**src/rtl/twdl_pkg.sv**
```systemverilog
// rtl/twdl_pkg.sv - shared types, constants and helpers for the twiddle-parameter sequencer
package twdl_pkg;

    localparam int TWDL_WNUM    = 12;
    localparam int TWDL_WQUO    = 20;
    localparam int TWDL_DIV_CYC = 20;

    typedef enum logic [1:0] {
        ST_IDLE = 2'd0,
        ST_DIV  = 2'd1,
        ST_RUN  = 2'd2
    } twdl_state_t;

    // Radices supported by the butterfly datapath downstream
    function automatic logic twdl_factor_ok(input logic [2:0] f);
        return (f >= 3'd2) && (f <= 3'd5);
    endfunction

endpackage

```
**src/rtl/twdl_step_div.sv**
```systemverilog
// rtl/twdl_step_div.sv - serial restoring divider producing floor(2^wQuo/D) and 2^wQuo mod D
module twdl_step_div
    import twdl_pkg::*;
#(
    parameter int wNum = TWDL_WNUM,
    parameter int wQuo = TWDL_WQUO
) (
    input  logic            clk,
    input  logic            rst_n,
    input  logic            start,
    input  logic [wNum-1:0] d,
    output logic [wQuo-1:0] q_s,
    output logic [wNum-1:0] r_s,
    output logic            done
);

    localparam int CW = $clog2(wQuo + 1);
    localparam logic [CW-1:0] LAST = CW'(wQuo);
    localparam logic [CW-1:0] ONE  = CW'(1);

    logic [wNum-1:0] d_q;
    logic [wNum-1:0] rem;
    logic [wQuo-1:0] quo;
    logic [CW-1:0]   cnt;
    logic [wNum:0]   rem_sh;
    logic [wNum:0]   rem_dif;
    logic            ge;

    // The dividend's leading 1 is preloaded as the partial remainder: with
    // D >= 2 the top quotient bit is always 0, so wQuo iterations suffice.
    assign rem_sh  = {rem, 1'b0};
    assign rem_dif = rem_sh - {1'b0, d_q};
    assign ge      = (rem_sh >= {1'b0, d_q});

    // One quotient bit per cycle after start; counter parks at LAST when idle
    always_ff @(posedge clk) begin
        if (!rst_n) begin
            d_q <= '0;
            rem <= '0;
            quo <= '0;
            cnt <= LAST;
        end else if (start) begin
            d_q <= d;
            rem <= {{(wNum-1){1'b0}}, 1'b1};
            quo <= '0;
            cnt <= '0;
        end else if (cnt != LAST) begin
            rem <= ge ? rem_dif[wNum-1:0] : rem_sh[wNum-1:0];
            quo <= {quo[wQuo-2:0], ge};
            cnt <= cnt + ONE;
        end
    end

    assign q_s  = quo;
    assign r_s  = rem;
    assign done = (cnt == LAST);

endmodule

```
**src/rtl/twdl_param_gen.sv**
```systemverilog
// rtl/twdl_param_gen.sv - per-butterfly twiddle N/D/Q/R sequencer; TWDL_PARAM_GEN_IFFT_EN selects inverse stepping
module twdl_param_gen
    import twdl_pkg::*;
#(
    parameter int wNum = TWDL_WNUM,
    parameter int wQuo = TWDL_WQUO
) (
    input  logic            clk,
    input  logic            rst_n,
    input  logic            cfg_val,
    input  logic [2:0]      cfg_factor,
    input  logic [wNum-1:0] cfg_demontr,
    input  logic [wNum-1:0] cfg_span,
    input  logic [wNum-1:0] cfg_nbfly,
    input  logic            bfly_req,
    output logic            param_rdy,
    output logic [2:0]      factor,
    output logic [wNum-1:0] twdl_numrtr_1,
    output logic [wNum-1:0] twdl_demontr,
    output logic [wQuo-1:0] twdl_quotient,
    output logic [wNum-1:0] twdl_remainder,
    output logic            stage_done,
    output logic            cfg_err
);

    localparam logic [wNum-1:0] ONE_N = wNum'(1);
    localparam logic [wNum-1:0] TWO_N = wNum'(2);

    twdl_state_t     state, state_nxt;

    logic [2:0]      fac_q;
    logic [wNum-1:0] d_q, l_q, nb_q;
    logic [wNum-1:0] j, bfly_cnt;

    logic [wQuo-1:0] q_s;
    logic [wNum-1:0] r_s;
    logic            div_done;

    logic [wNum+2:0] span_prod;
    logic            cfg_ok, consume, last;
    logic            accept, reject, run_load, step, finish;

    logic [wNum-1:0] j_inc, j_nxt, n_nxt, r_nxt;
    logic [wQuo-1:0] q_nxt;
    logic            wrap;

    assign span_prod = {3'b000, cfg_span} * {{wNum{1'b0}}, cfg_factor};
    assign cfg_ok    = twdl_factor_ok(cfg_factor) && (cfg_demontr >= TWO_N) &&
                       (cfg_nbfly != '0) && (span_prod == {3'b000, cfg_demontr});
    assign consume   = param_rdy & bfly_req;
    assign last      = (bfly_cnt == nb_q - ONE_N);

    twdl_step_div #(.wNum(wNum), .wQuo(wQuo)) u_div (
        .clk   (clk),
        .rst_n (rst_n),
        .start (accept),
        .d     (cfg_demontr),
        .q_s   (q_s),
        .r_s   (r_s),
        .done  (div_done)
    );

    // FSM state register
    always_ff @(posedge clk) begin
        if (!rst_n) state <= ST_IDLE;
        else        state <= state_nxt;
    end

    // FSM next-state logic
    always_comb begin
        state_nxt = state;
        case (state)
            ST_IDLE: if (cfg_val && cfg_ok)  state_nxt = ST_DIV;
            ST_DIV:  if (div_done)           state_nxt = ST_RUN;
            ST_RUN:  if (consume && last)    state_nxt = ST_IDLE;
            default:                         state_nxt = ST_IDLE;
        endcase
    end

    // FSM control decode
    always_comb begin
        accept   = 1'b0;
        reject   = 1'b0;
        run_load = 1'b0;
        step     = 1'b0;
        finish   = 1'b0;
        case (state)
            ST_IDLE: begin
                accept = cfg_val & cfg_ok;
                reject = cfg_val & ~cfg_ok;
            end
            ST_DIV:  run_load = div_done;
            ST_RUN: begin
                step   = consume & ~last;
                finish = consume & last;
            end
            default: ;
        endcase
    end

    // Next butterfly's parameters: one carry-corrected add (or borrow-corrected subtract)
    always_comb begin
        logic [wNum:0] r_tmp;
        logic          cy;
        j_inc = j + ONE_N;
        wrap  = (j_inc == l_q);
        j_nxt = wrap ? '0 : j_inc;
`ifdef TWDL_PARAM_GEN_IFFT_EN
        r_tmp = {1'b0, twdl_remainder} - {1'b0, r_s};
        cy    = r_tmp[wNum];
        if (cy) r_tmp = r_tmp + {1'b0, d_q};
        q_nxt = twdl_quotient - q_s - {{(wQuo-1){1'b0}}, cy};
        n_nxt = (j_nxt == '0) ? '0 : d_q - j_nxt;
`else
        r_tmp = {1'b0, twdl_remainder} + {1'b0, r_s};
        cy    = (r_tmp >= {1'b0, d_q});
        if (cy) r_tmp = r_tmp - {1'b0, d_q};
        q_nxt = twdl_quotient + q_s + {{(wQuo-1){1'b0}}, cy};
        n_nxt = j_nxt;
`endif
        r_nxt = r_tmp[wNum-1:0];
        if (wrap) begin
            n_nxt = '0;
            q_nxt = '0;
            r_nxt = '0;
        end
    end

    // Descriptor capture, accumulators and registered outputs
    always_ff @(posedge clk) begin
        if (!rst_n) begin
            fac_q          <= '0;
            d_q            <= '0;
            l_q            <= '0;
            nb_q           <= '0;
            j              <= '0;
            bfly_cnt       <= '0;
            param_rdy      <= 1'b0;
            factor         <= '0;
            twdl_numrtr_1  <= '0;
            twdl_demontr   <= '0;
            twdl_quotient  <= '0;
            twdl_remainder <= '0;
            stage_done     <= 1'b0;
            cfg_err        <= 1'b0;
        end else begin
            cfg_err    <= reject;
            stage_done <= finish;
            if (accept) begin
                fac_q <= cfg_factor;
                d_q   <= cfg_demontr;
                l_q   <= cfg_span;
                nb_q  <= cfg_nbfly;
            end
            if (run_load) begin
                param_rdy      <= 1'b1;
                factor         <= fac_q;
                twdl_demontr   <= d_q;
                j              <= '0;
                bfly_cnt       <= '0;
                twdl_numrtr_1  <= '0;
                twdl_quotient  <= '0;
                twdl_remainder <= '0;
            end
            if (step) begin
                j              <= j_nxt;
                bfly_cnt       <= bfly_cnt + ONE_N;
                twdl_numrtr_1  <= n_nxt;
                twdl_quotient  <= q_nxt;
                twdl_remainder <= r_nxt;
            end
            if (finish) param_rdy <= 1'b0;
        end
    end

endmodule

```
**config.mk**
```make
export PLATFORM = sky130hd
export DESIGN_NAME = twdl_param_gen
export DESIGN_NICKNAME = d
export VERILOG_FILES = /design/src/rtl/twdl_pkg.sv /design/src/rtl/twdl_step_div.sv /design/src/rtl/twdl_param_gen.sv
export SDC_FILE = /design/constraint.sdc
export NUM_CORES = 1
export LEC_CHECK = 0
export ABC_AREA = 0
export BUFFER_PORTS_ARGS = -buffer_cell sky130_fd_sc_hd__buf_2
export CAP_MARGIN = 20
export CORE_MARGIN = 2
export CORE_UTILIZATION = 62
export CTS_BUF_LIST = sky130_fd_sc_hd__clkbuf_8
export CTS_CLUSTER_DIAMETER = 200
export DETAILED_ROUTE_END_ITERATION = 10
export GPL_TIMING_DRIVEN = 0
export PLACE_DENSITY_LB_ADDON = 0.1
export SETUP_SLACK_MARGIN = 0.5
export SLEW_MARGIN = 20
export SYNTH_ARGS = -nofsm -noshare
export SYNTH_HDL_FRONTEND = slang
export SYNTH_SLANG_ARGS = --single-unit
```
**constraint.sdc**
```tcl
create_clock -name clk -period 7 [get_ports clk]
set_input_delay 1.4 -clock clk [delete_from_list [all_inputs] [get_ports clk]]
set_output_delay 1.4 -clock clk [all_outputs]
set_load 0.005 [all_outputs]
```
; Yosys cells after proc, flatten, opt, wreduce, memory -nomap -nowiden
; Index checks and enable logic that the tools add are counted.
[classes]
n_addsub = 9
multipliers = 1
order_cmp = 5
eq_ne = 10
mux = 25
n_bitwise = 8
n_reduce_logical = 14
[op_table]
columns = cell, n
row1 = $mux W12, 10
row2 = $mux W20, 3
row3 = $ge A13 B12 Y1, 2
row4 = $add A12 B1 Y12 const B, 2
row5 = $eq A12 B12 Y1, 2
row6 = $sub A12 B12 Y12, 2
row7 = $add A20 B1 Y20, 1
row8 = $add A20 B20 Y20, 1
row9 = $eq A15 B12 Y1, 1
row10 = $mul A12 B3 Y15, 1
row11 = $add A12 B12 Y13, 1
row12 = $ge A12 B2 Y1 const B, 1
row13 = $reduce_bool A12 Y1, 1
row14 = $sub A12 B1 Y12 const B, 1
row15 = $mux W5, 2
row16 = $logic_and A1 B1 Y1, 6
row17 = $mux W1, 6
row18 = $mux W2, 3
row19 = $ne A2 B2 Y1 const B, 3
row20 = $pmux W2 S3, 1
row21 = $add A5 B1 Y5 const B, 1
row22 = $and A1 B1 Y1, 5
row23 = $eq A5 B5 Y1 const B, 1
row24 = $ne A5 B5 Y1 const B, 1
row25 = other kinds (10), 14
[totals]
reg_bits = 164
in_bits = 43
out_inout_bits = 62

; Logic depth before layout (Yosys ltp)
; Gate-level depths: netlist of the first run.
[logic_depth]
depth_word = 8
mapped_depth = 31

; By module
; A second synthesis of the first run with hierarchy kept.
[unflattened]
cells_unflattened = 1354
area_unflattened_um2 = 11163.2
[by_module_without_submodules]
columns = module, n_inst, cells_each, area_each_um2, seq_area_each_um2
row1 = twdl_param_gen, 1, 1053, 8580.7, 2322.2
row2 = twdl_step_div, 1, 301, 2582.5, 980.9

; Worst setup path after synthesis of the first run
; Ideal clock, no wire load.
[synth_timing]
kind = register to register
start = register twdl_remainder[0]
end = register twdl_quotient[18]
t_arrival_ps = 5467
t_required_ps = 6883
setup_slack_ps = 1416
path_stages_with_launch = 30
period_less_slack_ps = 5584
path_cell_list = dfxtp_1 ha_1 inv_1 fa_1 nor2b_1 o21ai_0 a21boi_0 o21ai_0 nor2b_1 xnor2_1 ha_1 o21ai_0 a211oi_1 nor2_1 o211ai_1 a41o_1 clkbuf_1 buf_2 inv_1 fa_1 fa_1 nor2b_1 o21ai_0 nand2b_1 a21oi_1 o31a_1 o21ai_0 o41ai_1 xnor2_1 a22o_1
[synth_between]
elab_chain_cells = 5
[synth_lines]
columns = item, line
row1 = "start, declared", twdl_param_gen.sv:21  ; output logic [wNum-1:0] twdl_remainder,
row2 = "start signal, assigned", twdl_param_gen.sv:170  ; twdl_remainder <= r_nxt;
row3 = $add A12 B12 Y13, twdl_param_gen.sv:115  ; r_tmp = {1'b0, twdl_remainder} + {1'b0, r_s};
row4 = $ge A13 B12 Y1, twdl_param_gen.sv:116  ; cy = (r_tmp >= {1'b0, d_q});
row5 = $add A20 B1 Y20, twdl_param_gen.sv:118  ; q_nxt = twdl_quotient + q_s + {{(wQuo-1){1'b0}}, cy};
row6 = $mux W20, twdl_param_gen.sv:122  ; if (wrap) begin
row7 = $mux W20, twdl_param_gen.sv:165  ; if (step) begin
row8 = "end signal, assigned", twdl_param_gen.sv:169  ; twdl_quotient <= q_nxt;
row9 = "end, declared", twdl_param_gen.sv:20  ; output logic [wQuo-1:0] twdl_quotient,
; No other way between the ends.
; A chain may end at the register's enable or synchronous reset.

; Worst setup path after layout of the first run
[layout_timing]
start = register u_div.rem[0], in the netlist u_div.r_s[0]
end = register twdl_quotient[18]
[layout_between]
elab_chain_cells = 5
[layout_lines]
columns = item, line
row1 = "start, declared", twdl_step_div.sv:22  ; logic [wNum-1:0] rem;
row2 = "start signal, assigned", twdl_step_div.sv:44  ; rem <= {{(wNum-1){1'b0}}, 1'b1};
row3 = "start signal, assigned", twdl_step_div.sv:48  ; rem <= ge ? rem_dif[wNum-1:0] : rem_sh[wNum-1:0];
row4 = $add A12 B12 Y13, twdl_param_gen.sv:115
row5 = $ge A13 B12 Y1, twdl_param_gen.sv:116
row6 = $add A20 B1 Y20, twdl_param_gen.sv:118
row7 = $mux W20, twdl_param_gen.sv:122
row8 = $mux W20, twdl_param_gen.sv:165
; No other way between the ends.

==> out/results.ini, run 1 <==
[detailed_routing]
drcViolationCount = 0
first_iter_violations = 627
first_pass_iters = 5
avgRoutedWirePerCell_um = 16.8
viasPerCell = 5.86
ant_nets = 0
num_vias = 9436
wirelength_um = 27100

[placement]
dp_slack_ps = 331
portBuffers = 104
placed_cell_area_sq_mm = 0.0111
dp_cells = 1577
gp_congestion = 0.949
dp_hpwl_um = 20900

[clock_network]
clk_pin_slew_ps = 90
numCtsBuffers = 17
cts-root-buf = clkbuf_8
cts_buffer_depth = 2
cts.sink_count = 153
htreeDepth = 4
insertion_delay_ps = 460
cts_tree = built

[power]
power_density_mw_per_mm2 = 283
swShare = 0.412
p_int_mw = 1.92
seqPwrFrac = 0.289
combPwrFrac = 0.493
power_frac_clock = 0.218
power_mw = 3.27
p_leak_nw = 5.22
irDropWorstVdd_v = 0.000215
power_switching_mw = 1.35

[timing]
hold_viol = 0
fin_skew_ps = 10.5
timing.fmax_mhz = 165
rsz0062_at_grt = false
tns_ps = 0
min_period_ps = 6070
setup_viol = 0
fin_ws_ps = 930
slew_headroom = 0.403
holdWs_ps = 452
finalMaxSlewViolations = 0
worst_pin_slew_ps = 888
period_share = 0.867

[synthesis]
yosys-top-cells-count = dfxtp_1, nor2_1, nand2_1
ys.flop_type = dfxtp_1
netlist_instances = 1253
ys_ff_latch = 153
yosysSeqAreaShare = 0.297
yosys.area.top_type = dfxtp_1
syn-cell-area_sq_mm = 0.0103
synth_async_sr_flop_share = 0
synth-edff-count = 0
synth.area.top_cells = dfxtp_1, ha_1, xnor2_1, mux2i_1, a21oi_1
yosysWarningCount = 0
postSynthAreaPerCell_sq_um = 8.24
yosysUniqueCellTypes = 69
synth_top_area_share = 0.297
yosysMostFrequentCell = dfxtp_1
synth_fp_nets = 1385

[floorplan]
fp.dieW_um = 133
die_h_um = 133
io_pins = 105
fp.coreArea_sq_mm = 0.0164
die_area_sq_mm = 0.0177
core.rowCount = 47
initial_core_util = 0.629

[grt]
grt_max_degree = 17
grt_pass1_vias = 8843
antenna_found_initial = 0
overflow = 0
grt.total_usage = 0.313
grt_pass1_wl_um = 44400

[critical_path]
crit_required_ps = 7360
cp.buffers_inverters = 4
cp-start-kind = register
critical_path_depth = 30
reg2reg_depth = 30
path_max_fanout = 10
criticalPathCategory = register to register
cp_slowest_cell = fa_1
crit_path_end_kind = register
max_stage_delay_ps = 420
critPathTopFamily = compound AO/OA/AOI/OAI gates
critical_path_arrival_ps = 6430

[layout]
seqCellArea_sq_mm = 0.00306
antenna_cells = 0
drive_above_1_share = 0.132
nNetsFinal = 1509
fin_area_sq_mm = 0.0116
multi_input_area_sq_mm = 0.00671
stdcell_count = 1610
nFillCells = 1383
syn_to_final_growth_pct = 12.0
fin_util = 0.705

[status]
status = completed

[job]
max_cap_viol_count = 0

[worst_hold_path]
min_path_cells = 2
hold_path_class = register to register

[kinds of logic (layout without fill, tap and decap cells)]
kind of cell	count (synthesis)	in the layout	synth area share
XOR/XNOR	93	93	0.0789
adder cells (fa/ha/maj)	89	89	0.120
buffers and inverters	122	259	0.0543
flip-flops	153	153	0.297
AO/OA/AOI/OAI	284	284	0.179
AND/OR/NAND/NOR	453	453	0.214
multiplexers	59	59	0.0575
[registers in the layout (all words and copies together) (netlist names), 5 cells and up]
signal and cells:
j 11, u_div.cnt 5, twdl_quotient 20, l_q 12, u_div.r_s 12, nb_q 12
twdl_remainder 12, twdl_demontr 12, bfly_cnt 12, u_div.q_s 20, u_div.d_q 12
[placed cells by master, fill, tap and decap left out, types with 27 or more instances in the layout]
| cell type | count |
|---|---|
| ha_1 | 72 |
| dfxtp_1 | 153 |
| inv_1 | 55 |
| xor2_1 | 27 |
| nand3_1 | 31 |
| mux2i_1 | 57 |
| and2_1 | 40 |
| nor2_1 | 131 |
| nor3_1 | 32 |
| o21ai_0 | 41 |
| buf_2 | 112 |
| nand2_1 | 111 |
| clkbuf_1 | 35 |
| a21oi_1 | 100 |
| xnor2_1 | 66 |
[layer usage]
metal,part of all wire,track usage,up-vias
li1,-,-,4672
met1,0.46,0.429,4424
met3,0.060,0.0494,56
met5,0,0,-
met2,0.46,0.507,284
met4,0.026,0.102,0
[worst paths after layout]
path,start,to,slack (ps)
max,u_div.r_s[0],twdl_quotient[18],930
min reg2reg,twdl_demontr[2],twdl_demontr[2],450
min,twdl_demontr[2],twdl_demontr[2],450
max reg2reg,u_div.r_s[0],twdl_quotient[18],930
[worst reg2reg max path, delay by kind of cell, from the launching register on]
family                   cells  cell delay (ps)
AO/OA/AOI/OAI               14             2270
AND/OR/NAND/NOR              5              640
adder cells (fa/ha/maj)      5             1700
buffers and inverters        4              580
flip-flops                   1              400
XOR/XNOR                     2              380
[power groups by stage]
stage	logic, mW	clock network, mW	registers (mW)
global placement	1.53	0	0.963
CTS	1.57	0.719	0.944
detailed placement	1.54	0	0.964
finish	1.61	0.712	0.945
floorplan	1.23	0	0.947
global route	1.78	0.755	0.949
[area by class of cell]
| class | instances | share of cell area |
|---|---|---|
| Multi-Input combinational cell | 978 | 0.581 |
| Sequential cell | 153 | 0.265 |
| Timing Repair Buffer | 105 | 0.0457 |
| Buffer | 67 | 0.0313 |
| Tap cell | 220 | 0.0238 |
| Clock buffer | 17 | 0.0202 |
| Inverter | 55 | 0.0179 |
| Clock inverter | 15 | 0.0154 |
[what timing repair did]
item,in CTS,in global routing
buffers inserted,0,1
endpoints found under the setup margin,4,8
pin swaps,0,1
resized for setup,2,10
hold buffers,0,0
Note: power is estimated with default switching activity, not from simulation.
==> inputs of run 2 (changes only) <==
--- a/config.mk
+++ b/config.mk
@@ -15,3 +15,3 @@
 export DETAILED_ROUTE_END_ITERATION = 10
-export GPL_TIMING_DRIVEN = 0
+export GPL_TIMING_DRIVEN = 1
 export PLACE_DENSITY_LB_ADDON = 0.1
@@ -21,2 +21,3 @@
 export SYNTH_HDL_FRONTEND = slang
+export SYNTH_HIERARCHICAL = 1
 export SYNTH_SLANG_ARGS = --single-unit
==> constraint.sdc (replaced) <==
create_clock -name clk -period 7 [get_ports clk]
set_input_delay 0.35 -clock clk [delete_from_list [all_inputs] [get_ports clk]]
set_output_delay 0.35 -clock clk [all_outputs]
set_load 0.005 [all_outputs]
==> run 2 against run 1 <==
- register-to-register slack better by 210 ps
- maximum frequency grew 3.6%
- largest cell class unchanged
- sequential power increased by 6%
- die area grew 7.9%
- global-route usage is 3.0 points lower
- final area grew 4.1%
- core utilization down 3.0 points
==> out/results.ini, run 2 <==
[synthesis]
syn-cell-area_sq_mm = 0.0112  ; +8.2%
synth.area.top_cells = dfxtp_1, ha_1, mux2i_1, a21oi_1, xnor2_1
ys_ff_latch = 165  ; +7.8%
yosys-top-cells-count = dfxtp_1, nand2_1, a21oi_1, nor2_1, ha_1
netlist_instances = 1354  ; +8.1%
yosysWarningCount = 6  ; +6
synth_top_area_share = 0.296  ; -0.000865
synth_fp_nets = 1486  ; +7.3%
postSynthAreaPerCell_sq_um = 8.24  ; about the same
synth_async_sr_flop_share = 0  ; unchanged
yosysSeqAreaShare = 0.296  ; -0.000865
yosys.area.top_type = dfxtp_1
ys.flop_type = dfxtp_1
synth-edff-count = 0  ; unchanged
yosysMostFrequentCell = dfxtp_1
yosysUniqueCellTypes = 83  ; +20%

[power]
swShare = 0.406  ; -0.00574
p_int_mw = 1.85  ; -4.0%
power_switching_mw = 1.26  ; -6.2%
irDropWorstVdd_v = 0.000267  ; +24%
power_frac_clock = 0.205  ; -0.013
power_density_mw_per_mm2 = 258  ; -8.7%
combPwrFrac = 0.473  ; -0.020
power_mw = 3.11  ; -4.9%
p_leak_nw = 5.20  ; -0.44%
seqPwrFrac = 0.323  ; +0.034

[detailed_routing]
drcViolationCount = 0  ; unchanged
num_vias = 9740  ; +3.2%
first_pass_iters = 5  ; unchanged
viasPerCell = 5.89  ; +0.54%
avgRoutedWirePerCell_um = 16.4  ; -2.3%
first_iter_violations = 497  ; -21%
ant_nets = 0  ; unchanged
wirelength_um = 27200  ; +0.33%

[critical_path]
crit_path_end_kind = register
criticalPathCategory = register to register
critical_path_arrival_ps = 6260  ; -170 ps
crit_required_ps = 7400  ; +40 ps
cp-start-kind = register
path_max_fanout = 16  ; +6

[layout]
mostFrequentLayoutCells = dfxtp_1, nand2_1, nor2_1
final_common_cell = dfxtp_1
antenna_cells = 0  ; unchanged
syn_to_final_growth_pct = 7.79
stdcell_count = 1653  ; +2.7%
nNetsFinal = 1543  ; +2.3%
drive_above_1_share = 0.125  ; -0.00665

[grt]
grt_max_degree = 77  ; +60
grt_pass1_wl_um = 45000  ; +1.4%
grt_pass1_vias = 9097  ; +2.9%
grt.total_usage = 0.283  ; -0.0305
overflow = 0  ; unchanged
antenna_found_initial = 0  ; unchanged

[clock_network]
insertion_delay_ps = 480  ; +20 ps
clk_pin_slew_ps = 100  ; about the same
cts.sink_count = 165  ; +7.8%
cts_buffer_depth = 2  ; unchanged
hold_buffers = 0  ; unchanged
htreeDepth = 4  ; unchanged
numCtsBuffers = 17  ; unchanged
cts_tree = built
cts-root-buf = clkbuf_8

[timing]
rsz0062_at_grt = false
hold_viol = 0  ; unchanged
tns_ps = 0  ; unchanged
timing.fmax_mhz = 171  ; +3.6%
worst_pin_slew_ps = 1060  ; +169 ps
fin_skew_ps = 16.7  ; +6.15 ps
period_share = 0.837  ; -0.0303
finalMaxSlewViolations = 0  ; unchanged
min_period_ps = 5860  ; -212 ps
slew_headroom = 0.294  ; -0.109
setup_viol = 0  ; unchanged

[floorplan]
die_area_sq_mm = 0.0191  ; +7.9%
initial_core_util = 0.626  ; -0.00336
io_pins = 105  ; unchanged
die_h_um = 138  ; +3.9%
fp.dieW_um = 138  ; +3.9%
core.rowCount = 49  ; +4.3%
fp.coreArea_sq_mm = 0.0178  ; +8.7%

[placement]
dp_cells = 1620  ; +2.7%
dp_hpwl_um = 19800  ; -5.3%
gp_congestion = 0.905  ; -4.7%
portBuffers = 104  ; unchanged

[status]
status = completed

[worst_hold_path]
hold_path_class = primary input to register

[job]
max_cap_viol_count = 0  ; unchanged

==> run 2: metal layers <==
metal | vias to the layer above | GRT usage | routed length, um
met1 | 4603 | 0.387 | 12900
li1 | 4870 | - | -
met3 | 30 | 0.0447 | 1290
met5 | - | 0 | 0
met2 | 237 | 0.467 | 12600
met4 | 0 | 0.0789 | 341
==> run 2: cell families (layout without fill, tap and decap cells) <==
family	Yosys count	in the layout	synth area share
buf+inv	139	209	0.0565
fa+ha+maj	89	89	0.111
compound gates	304	304	0.176
flops	165	165	0.296
simple gates	500	500	0.230
mux	70	70	0.0632
xor+xnor	87	87	0.0683
==> run 2: power groups by stage <==
stage / clock (mW) / sequential, mW / combinational [mW]
floorplan: 0 / 1.01 / 1.21
global placement: 0 / 1.02 / 1.42
detailed placement: 0 / 1.03 / 1.42
CTS: 0.646 / 1.00 / 1.44
global route: 0.678 / 1.01 / 1.64
finish: 0.637 / 1.00 / 1.47
==> run 2: layout make-up <==
type	instances	area (sq um)
multi-input combinational	1050	7260
fill	1560	5810
sequential	165	3300
timing repair buffer	112	593
tap	229	287
clock buffer	18	248
inverter	65	244
clock inverter	14	103
==> run 2: worst max-delay path: stages (launching register included) <==
cell	delay, ps
dfxtp_1	400
ha_1	230
inv_1	60
fa_1	400
nor2b_1	120
o21ai_0	100
a21boi_0	290
o21ai_0	210
o21ai_1	290
xor2_1	150
ha_1	370
nand4_1	90
nor3_1	140
a211oi_1	70
a21oi_1	190
a211o_4	240
inv_1	100
fa_1	410
fa_1	410
nor2b_1	120
o21ai_0	100
a21boi_1	250
o41a_1	240
a31o_2	180
nor2b_1	160
mux2i_1	200
o21ai_0	100
a21boi_0	180
==> run 2: metrics by stage <==
| stage | hold slack [ps] | worst slack [ps] | area, sq um | utilization |
|---|---|---|---|---|
| after floorplan | 432 | 1620 | 11200 | - |
| after global placement | 439 | 980 | 11600 | 0.653 |
| after detailed placement | 447 | 749 | 11600 | 0.653 |
| after CTS | 88.0 | 741 | 12000 | 0.673 |
| after global routing | 119 | 487 | 12000 | 0.674 |
| final | 108 | 1140 | 12000 | 0.674 |
==> run 2: what timing repair did <==
action / 4_1_cts / 5_1_grt
gates resized for setup: 0 / 5
setup endpoints to repair: 0 / 7
setup buffers: 0 / 0
==> run 2: worst paths after layout <==
check	start	to	slack, ps	cells after the start
max	u_div/r_s[0]	twdl_quotient[12]	1140	27
min	cfg_nbfly[6]	nb_q[6]	110	3
max reg2reg	u_div/r_s[0]	twdl_quotient[12]	1140	27
min reg2reg	fac_q[1]	factor[1]	460	2
